[config.mk]
export PLATFORM = sky130hd
export DESIGN_NAME = ascii_write_scheduler
export DESIGN_NICKNAME = d
export VERILOG_FILES = /design/src/rtl/ascii_write_scheduler.sv
export SDC_FILE = /design/constraint.sdc
export NUM_CORES = 1
export LEC_CHECK = 0
export BUFFER_PORTS_ARGS = -buffer_cell sky130_fd_sc_hd__buf_2
export CORE_MARGIN = 10
export CORE_UTILIZATION = 55
export DETAILED_ROUTE_END_ITERATION = 10
export MAX_ROUTING_LAYER = met4
export PLACE_DENSITY = 0.86
export SYNTH_ARGS = -nofsm -noshare
export SYNTH_HDL_FRONTEND = slang
export SYNTH_SLANG_ARGS = --single-unit
[constraint.sdc]
create_clock -name clk -period 4.82 [get_ports clk]
set_clock_uncertainty 0.2 [all_clocks]
set_input_delay 0.482 -clock clk [delete_from_list [all_inputs] [get_ports clk]]
set_output_delay 0.482 -clock clk [all_outputs]
set_load 0.05 [all_outputs]
[src/rtl/ascii_write_scheduler.sv]
`default_nettype none
// ============================================================================
// Module   : ascii_write_scheduler
// Brief    : Tick-paced round-robin writer of gen/kbd characters into a text
//            buffer, with a full-buffer clear-to-space sequence.
// Revision : 1.0 - initial release
// ============================================================================
module ascii_write_scheduler #(
  parameter int TICK_DIV  = 1000000,
  parameter int BUF_DEPTH = 2048,
  parameter int ADDR_W    = 11
) (
  input  logic              clk,
  input  logic              i_reset_n,
  input  logic              i_execute,
  input  logic              i_clear,
  input  logic              i_gen_valid,
  input  logic [7:0]        i_gen_char,
  output logic              o_gen_ready,
  input  logic              i_kbd_valid,
  input  logic [7:0]        i_kbd_char,
  output logic              o_kbd_ready,
  output logic              o_wr_en,
  output logic [ADDR_W-1:0] o_wr_addr,
  output logic [7:0]        o_wr_data,
  output logic [ADDR_W:0]   o_char_count,
  output logic              o_full,
  output logic              o_busy
);

  localparam int                c_CNT_W     = (TICK_DIV > 1) ? $clog2(TICK_DIV) : 1;
  localparam logic [c_CNT_W-1:0] c_TICK_LAST = c_CNT_W'(TICK_DIV - 1);
  localparam logic [c_CNT_W-1:0] c_TICK_ONE  = c_CNT_W'(1);
  localparam logic [ADDR_W-1:0] c_ADDR_LAST = ADDR_W'(BUF_DEPTH - 1);
  localparam logic [ADDR_W-1:0] c_ADDR_ONE  = ADDR_W'(1);
  localparam logic [ADDR_W:0]   c_DEPTH     = (ADDR_W + 1)'(BUF_DEPTH);
  localparam logic [ADDR_W:0]   c_CNT_ONE   = (ADDR_W + 1)'(1);
  localparam logic              c_SRC_GEN   = 1'b0;
  localparam logic              c_SRC_KBD   = 1'b1;
  localparam logic [7:0]        c_SPACE     = 8'h20;

  typedef enum logic [1:0] {
    S_IDLE  = 2'd0,
    S_GRANT = 2'd1,
    S_WRITE = 2'd2,
    S_CLEAR = 2'd3
  } state_t;

  state_t              r_state, w_state_nxt;
  logic [c_CNT_W-1:0]  r_tick_cnt;
  logic                w_tick;
  logic                r_last_src, w_last_src_nxt;
  logic                r_sel, w_sel_nxt;
  logic                r_clear_pending, w_clear_pending_nxt;
  logic                r_gen_ready, w_gen_ready_nxt;
  logic                r_kbd_ready, w_kbd_ready_nxt;
  logic                r_wr_en, w_wr_en_nxt;
  logic [ADDR_W-1:0]   r_wr_addr, w_wr_addr_nxt;
  logic [7:0]          r_wr_data, w_wr_data_nxt;
  logic [ADDR_W:0]     r_char_count, w_char_count_nxt;
  logic [ADDR_W:0]     w_count_inc;
  logic                r_full, w_full_nxt;
  logic                r_busy, w_busy_nxt;

  // Free-running pacing counter; it keeps counting in every state so ticks
  // that land outside S_IDLE are simply lost.
  assign w_tick = (r_tick_cnt == c_TICK_LAST);

  always_ff @(posedge clk) begin
    if (!i_reset_n) begin
      r_tick_cnt <= '0;
    end else if (w_tick) begin
      r_tick_cnt <= '0;
    end else begin
      r_tick_cnt <= r_tick_cnt + c_TICK_ONE;
    end
  end

  assign w_count_inc = r_char_count + c_CNT_ONE;

  always_comb begin
    w_state_nxt         = r_state;
    w_last_src_nxt      = r_last_src;
    w_sel_nxt           = r_sel;
    w_clear_pending_nxt = r_clear_pending;
    w_gen_ready_nxt     = 1'b0;
    w_kbd_ready_nxt     = 1'b0;
    w_wr_en_nxt         = 1'b0;
    w_busy_nxt          = 1'b0;
    w_wr_addr_nxt       = r_wr_addr;
    w_wr_data_nxt       = r_wr_data;
    w_char_count_nxt    = r_char_count;
    w_full_nxt          = r_full;

    unique case (r_state)
      S_IDLE: begin
        if (i_clear || r_clear_pending) begin
          w_state_nxt         = S_CLEAR;
          w_clear_pending_nxt = 1'b0;
          w_busy_nxt          = 1'b1;
          w_wr_en_nxt         = 1'b1;
          w_wr_addr_nxt       = '0;
          w_wr_data_nxt       = c_SPACE;
        end else if (w_tick && i_execute && !r_full && (i_gen_valid || i_kbd_valid)) begin
          // On a tie the source that did not win last time gets the slot.
          if (i_gen_valid && (!i_kbd_valid || (r_last_src == c_SRC_KBD))) begin
            w_sel_nxt       = c_SRC_GEN;
            w_gen_ready_nxt = 1'b1;
          end else begin
            w_sel_nxt       = c_SRC_KBD;
            w_kbd_ready_nxt = 1'b1;
          end
          w_state_nxt = S_GRANT;
        end
      end

      S_GRANT: begin
        if (i_clear) begin
          w_clear_pending_nxt = 1'b1;
        end
        w_last_src_nxt = r_sel;
        w_wr_en_nxt    = 1'b1;
        w_wr_addr_nxt  = r_char_count[ADDR_W-1:0];
        w_wr_data_nxt  = (r_sel == c_SRC_GEN) ? i_gen_char : i_kbd_char;
        w_state_nxt    = S_WRITE;
      end

      S_WRITE: begin
        if (i_clear) begin
          w_clear_pending_nxt = 1'b1;
        end
        if (!r_full) begin
          w_char_count_nxt = w_count_inc;
          w_full_nxt       = (w_count_inc == c_DEPTH);
        end
        w_state_nxt = S_IDLE;
      end

      S_CLEAR: begin
        if (r_wr_addr == c_ADDR_LAST) begin
          w_char_count_nxt = '0;
          w_full_nxt       = 1'b0;
          w_last_src_nxt   = c_SRC_KBD;
          w_state_nxt      = S_IDLE;
        end else begin
          w_busy_nxt    = 1'b1;
          w_wr_en_nxt   = 1'b1;
          w_wr_addr_nxt = r_wr_addr + c_ADDR_ONE;
        end
      end

      default: begin
        w_state_nxt = S_IDLE;
      end
    endcase
  end

  always_ff @(posedge clk) begin
    if (!i_reset_n) begin
      r_state         <= S_IDLE;
      r_last_src      <= c_SRC_KBD;
      r_sel           <= c_SRC_GEN;
      r_clear_pending <= 1'b0;
      r_gen_ready     <= 1'b0;
      r_kbd_ready     <= 1'b0;
      r_wr_en         <= 1'b0;
      r_wr_addr       <= '0;
      r_wr_data       <= '0;
      r_char_count    <= '0;
      r_full          <= 1'b0;
      r_busy          <= 1'b0;
    end else begin
      r_state         <= w_state_nxt;
      r_last_src      <= w_last_src_nxt;
      r_sel           <= w_sel_nxt;
      r_clear_pending <= w_clear_pending_nxt;
      r_gen_ready     <= w_gen_ready_nxt;
      r_kbd_ready     <= w_kbd_ready_nxt;
      r_wr_en         <= w_wr_en_nxt;
      r_wr_addr       <= w_wr_addr_nxt;
      r_wr_data       <= w_wr_data_nxt;
      r_char_count    <= w_char_count_nxt;
      r_full          <= w_full_nxt;
      r_busy          <= w_busy_nxt;
    end
  end

  assign o_gen_ready  = r_gen_ready;
  assign o_kbd_ready  = r_kbd_ready;
  assign o_wr_en      = r_wr_en;
  assign o_wr_addr    = r_wr_addr;
  assign o_wr_data    = r_wr_data;
  assign o_char_count = r_char_count;
  assign o_full       = r_full;
  assign o_busy       = r_busy;

endmodule
`default_nettype wire

* Word-level counts from Yosys, hierarchy flattened
Index checks and enable logic that the tools add are counted.
Storage, ports and cells: flip-flop bits (word level) 61, output and inout port bits 36, word-level logic and storage cells 85
Operators by class: add/subtract/negate cells 3, eq/ne operators 12, mux-type cells 27, bitwise operators 4, reduce and logical (&&, ||, !) cells 26
Operators with widths (number):
- 11-bit case mux with 3 select lines | 1
- 12-bit 2-to-1 mux | 2
- 12-bit case mux with 2 select lines | 1
- 11-bit 2-to-1 mux | 2
- 20-bit by 1-bit adder with 20-bit output, second input constant | 1
- 20-bit == test, second input constant | 1
- 8-bit 2-to-1 mux | 2
- 8-bit case mux with 2 select lines | 1
- 12-bit by 1-bit adder with 12-bit output, second input constant | 1
- 12-bit == test, second input constant | 1
- 3-bit AND reduction | 4
- 11-bit by 1-bit adder with 11-bit output, second input constant | 1
- 11-bit == test, second input constant | 1
- 1-bit 2-to-1 mux | 9
- 2-bit != test, second input constant | 4
- 1-bit case mux with 2 select lines | 4
- 2-bit case mux with 4 select lines | 1
- 2-bit AND reduction | 4
- 2-bit nonzero test | 4
- 2-bit 2-to-1 mux | 3
- 2-bit == test, second input constant | 2
- 1-bit logical AND | 4
- 1-bit NOT | 4
- 2-bit OR reduction | 2
- 9 further kinds | 12

* Depth between registers and ports, before layout
depth in word-level cells 7, depth in mapped cells 8, gate-level depth less buffers 6

* Worst setup path before layout
Ideal clock, no wire load.
path type reg2reg, start reg r_wr_addr[0] (netlist: o_wr_addr[0]), end reg r_char_count[11] (netlist: o_char_count[11]), library setup time 0.141 ns, arrival 2.165 ns, required time 4.479 ns, slack 2.313 ns, stages on the path, launching flop included 7, path buffers 1, period minus slack after synthesis 2.507 ns, cells stage by stage dfxtp_1 ha_1 nand4_1 nor3_1 a2bb2oi_1 buf_2 o221ai_1
On the way: word-level cells in the longest chain between the ends 3
Ends and longest elaborated chain:
- start: declaration | line 58 | logic [ADDR_W-1:0] r_wr_addr, w_wr_addr_nxt;
- start signal: assignment | line 180 | r_wr_addr <= w_wr_addr_nxt;
- 11-bit == test | line 140 | if (r_wr_addr == c_ADDR_LAST) begin
- 2-bit != test (no source line)
- 3-bit AND reduction (no source line)
- end signal: assignment | line 182 | r_char_count <= w_char_count_nxt;
- end: declaration | line 60 | logic [ADDR_W:0] r_char_count, w_char_count_nxt;
Every way passes these cells. A chain may end at the register's enable or synchronous reset.

* Final worst setup path
start reg r_state[0], end reg r_char_count[11] (netlist: o_char_count[11])
On the way: word-level cells in the longest chain between the ends 3, elaborated cells on any way between the ends 7
Ends and longest elaborated chain:
- start: declaration | line 49 | state_t r_state, w_state_nxt;
- start signal: assignment | line 173 | r_state <= w_state_nxt;
- 2-bit == test | line 95 | unique case (r_state)
- 2-bit != test (no source line) / 2-bit nonzero test (equally long branches)
- 3-bit AND reduction (no source line)
Several ways; a longest one is shown, not always the timed one.

==> impl_table.tex <==
\begin{tabular}{lr}
\hline
Metric & Value \\
\hline
\multicolumn{2}{l}{\textbf{Route}} \\
Total number of vias & 3119 \\
Routed Antenna Nets & 0 \\
Via-per-instance ratio & 6.26 \\
Total wirelength of the detailed-routed design & 8470 um \\
Post-DR wirelength/cell & 17.0 um \\
Detailed-route DRC error count & 0 \\
First drt pass iteration count & 4 \\
Drt first-iter violations & 307 \\
\multicolumn{2}{l}{\textbf{Clock tree}} \\
Total clock buffers created by CTS & 9 \\
CTS clk-pin slew, worst paths & 70 ps \\
TritonCTS sink count & 61 \\
Setup bufs post-CTS & 0 \\
Bufs on Longest Clock Path & 2 \\
Clock latency of the later-clocked register in the worst-skew pair & 340 ps \\
Root Buffer Master & sky130\_fd\_sc\_hd\_\_clkbuf\_8 \\
Number of buffers inserted by hold repair at cts & 0 \\
H-tree depth & 3 \\
Cells resized by post-CTS repair & 0 \\
TritonCTS clock tree & yes \\
\multicolumn{2}{l}{\textbf{Critical path}} \\
CP Data Required Time & 4810 ps \\
Worst-case register-to-register setup slack & roughly 1900 ps \\
Worst reg2reg startpoint & r\_state[0]\$\_SDFFE\_PN0P\_ \\
Arrival time worst endpoint & 2940 ps \\
CP max FO & 22 \\
Crit Reg-Reg Endpoint & o\_char\_count[11]\$\_SDFFE\_PN0P\_ \\
Critical Path Source Type & register \\
Critical Path Start & r\_state[0]\$\_SDFFE\_PN0P\_ \\
Endpoint type of the worst setup path & register \\
Critical path class & register to register \\
Cell depth of the worst flop-to-flop path & 5 \\
\multicolumn{2}{l}{\textbf{STA}} \\
Headroom to the max-slew limit & 0.260 \\
Period utilization & 0.612 \\
Slew at the pin closest to its max-slew limit & 1110 ps \\
Tightest hold margin & 261 ps \\
Fin worst setup slack & 1870 ps \\
TNS Setup & 0 ps \\
Setup repair after global routing missed its margin & no \\
Endpoints failing hold & 0 \\
Final setup vio count & 0 \\
Pins over their slew limit & 0 \\
Fmax & 0.339 GHz \\
Post-layout min period & 2950 ps \\
\multicolumn{2}{l}{\textbf{Yosys}} \\
Gate Count Post-Synth & 370 \\
Synth Net Count & 399 \\
Number of enable-type register cells in the synthesized netlist & 0 \\
Avg Synthesized Cell Area & approximately 8.5 um2 \\
Sequential share of the synthesized area & 0.389 \\
FFs w/ async S/R, synth & 0 \\
Yosys reg bits & 61 \\
Cell area after synthesis & $\sim$0.0031 mm2 \\
Distinct cells, synth & just under 60 \\
Total number of yosys warnings & 0 \\
Most instantiated flip-flop cell in the synthesis netlist & sky130\_fd\_sc\_hd\_\_dfxtp\_1 \\
\multicolumn{2}{l}{\textbf{Min path}} \\
Worst Hold Endpoint & r\_clear\_pending\$\_SDFFE\_PN0P\_ \\
Min-Delay Path Depth & 3 \\
Hold crit path type & input port to register \\
Start point of the worst hold path & i\_clear \\
\multicolumn{2}{l}{\textbf{Power and ir drop}} \\
Power per cell area & 469 mW/mm2 \\
Internal Power & 1.08 mW \\
Worst vdd ir & roughly 320 uV \\
Fraction of power consumed by the clock network & 0.318 \\
Sequential share of power & 0.347 \\
Switching share of power & 0.379 \\
Gate power share & 0.335 \\
Static power due to leakage & $\sim$1.4 nW \\
Switching power summed over all nets & 656 uW \\
\multicolumn{2}{l}{\textbf{Status}} \\
Status & finished, final reports clean \\
\multicolumn{2}{l}{\textbf{Global route}} \\
Largest net degree at the start of global routing & 31 \\
Congestion Overflow GR & 0 \\
Vias in the first global route & 2865 \\
Antenna violations before repair & 0 \\
Global router's overall resource usage & 0.188 \\
Wire length of the first global-routing pass & 13600 um \\
\multicolumn{2}{l}{\textbf{Die}} \\
Vertical die dimension & 95.6 um \\
Top-Level Pins & 58 \\
Area inside the core boundary & about 0.0055 mm2 \\
Effective utilization at floorplan & 0.570 \\
Die area & around 0.009 mm2 \\
Die width & 95.6 um \\
Number of placement rows & 27 \\
\multicolumn{2}{l}{\textbf{Placed design}} \\
Post-DP HPWL & 5670 um \\
Setup slack at placement & 1970 ps \\
Placer congestion estimate & 0.916 \\
Port bufs & 57 \\
Instance area at placement & 0.00346 mm2 \\
\multicolumn{2}{l}{\textbf{Final layout}} \\
Most common library cell in the layout ignoring fill and taps & sky130\_fd\_sc\_hd\_\_dfxtp\_1 \\
Layout Nets & 450 \\
Antenna Diode Count & 0 \\
Final design utilization & 0.671 \\
Commonest non-fill, non-tap cells in the layout & sky130\_fd\_sc\_hd\_\_dfxtp\_1, sky130\_fd\_sc\_hd\_\_buf\_2, sky130\_fd\_sc\_hd\_\_nor2\_1 \\
Area growth syn-to-layout & 17.7\% \\
Finished Cell Area & 0.00370 mm2 \\
Share of post-route cells with drive strength above 1 & 0.216 \\
Number of fillers in the final layout & 447 \\
\multicolumn{2}{l}{\textbf{Job}} \\
Number of max-cap violations & 0 \\
\hline
\end{tabular}
## cell usage after synthesis (6+ instances only)
master	count	area share
sky130_fd_sc_hd__a211oi_1	9	0.022
sky130_fd_sc_hd__a21oi_1	16	0.026
sky130_fd_sc_hd__a22oi_1	7	0.017
sky130_fd_sc_hd__a31oi_1	6	0.012
sky130_fd_sc_hd__clkbuf_1	15	0.018
sky130_fd_sc_hd__dfxtp_1	61	0.39
sky130_fd_sc_hd__ha_1	7	0.028
sky130_fd_sc_hd__inv_1	20	0.024
sky130_fd_sc_hd__mux2_2	8	0.029
sky130_fd_sc_hd__nand2_1	26	0.031
sky130_fd_sc_hd__nand3_1	15	0.024
sky130_fd_sc_hd__nand4_1	8	0.016
sky130_fd_sc_hd__nor2_1	30	0.036
sky130_fd_sc_hd__nor3_1	12	0.019
sky130_fd_sc_hd__nor4_1	9	0.018
sky130_fd_sc_hd__o21ai_0	18	0.029
sky130_fd_sc_hd__o31ai_1	12	0.029
sky130_fd_sc_hd__xnor2_1	9	0.025
## flip-flops by register name, summed over array words and instances, names as in the netlist
name,cells
r_sel,1
o_wr_en,1
o_full,1
o_char_count,12
r_tick_cnt,20
o_kbd_ready,1
r_last_src,1
o_busy,1
r_state,2
o_wr_data,8
o_gen_ready,1
r_clear_pending,1
o_wr_addr,11
## worst max-delay path by stage
| stage | endpoint | slack, ps | depth (start not counted) |
|---|---|---|---|
| 5_1_grt | o_char_count[7]$_SDFFE_PN0P_ | 1690 | 5 |
| 6_report | o_char_count[11]$_SDFFE_PN0P_ | 1870 | 5 |
| 2_1_floorplan | o_char_count[11]$_SDFFE_PN0P_ | 2310 | 6 |
| 4_1_cts | o_char_count[11]$_SDFFE_PN0P_ | 1920 | 5 |
| 3_5_place_dp | o_char_count[11]$_SDFFE_PN0P_ | 1970 | 5 |
| 3_3_place_gp | o_char_count[11]$_SDFFE_PN0P_ | 1990 | 5 |
## power by group through the flow
stage	sequential (mW)	clock [mW]	combinational [mW]
floorplan	0.721	0	0.322
CTS	0.598	0.557	0.573
finish	0.601	0.550	0.580
detailed placement	0.609	0	0.565
global placement	0.606	0	0.561
global route	0.605	0.578	0.626
## stage by stage
stage	power (mW)	std cells
2_1_floorplan	1.04	370
3_3_place_gp	1.17	482
3_5_place_dp	1.17	482
4_1_cts	1.73	498
5_1_grt	1.81	498
6_report	1.73	498
## routing by layer
| metal | GRT usage | vias up | routed length (um) |
|---|---|---|---|
| li1 | - | 1493 | - |
| met1 | 0.226 | 1455 | 3550 |
| met2 | 0.280 | 144 | 3990 |
| met3 | 0.0487 | 27 | 751 |
| met4 | 0.102 | 0 | 183 |
| met5 | - | - | 0 |
## logic make-up after synthesis
family / synth area share
and+or+nand+nor: 0.238
AOI/OAI and AO/OA: 0.223
DFF: 0.389
buffers and inverters: 0.0506
xor gates and xnor gates: 0.0335
muxes: 0.0383
adders and majority gates: 0.0279
## area by class of cell
cell class	count	area [um2]	area share
multi-input combinational	268	1760	0.476
sequential	61	1220	0.330
timing repair buffer	60	308	0.0833
clock buffer	10	128	0.0345
clock inverter	6	111	0.0301
tap	72	90.1	0.0244
inverter	21	78.8	0.0213
## worst max-delay path, stage by stage (launching register included)
cell and delay, ps:
sky130_fd_sc_hd__dfxtp_1 390, sky130_fd_sc_hd__ha_1 650, sky130_fd_sc_hd__nand4_1 170, sky130_fd_sc_hd__nor3_1 220
sky130_fd_sc_hd__a2bb2oi_1 920, sky130_fd_sc_hd__o221ai_1 230
(Power assumes the default switching activity.)
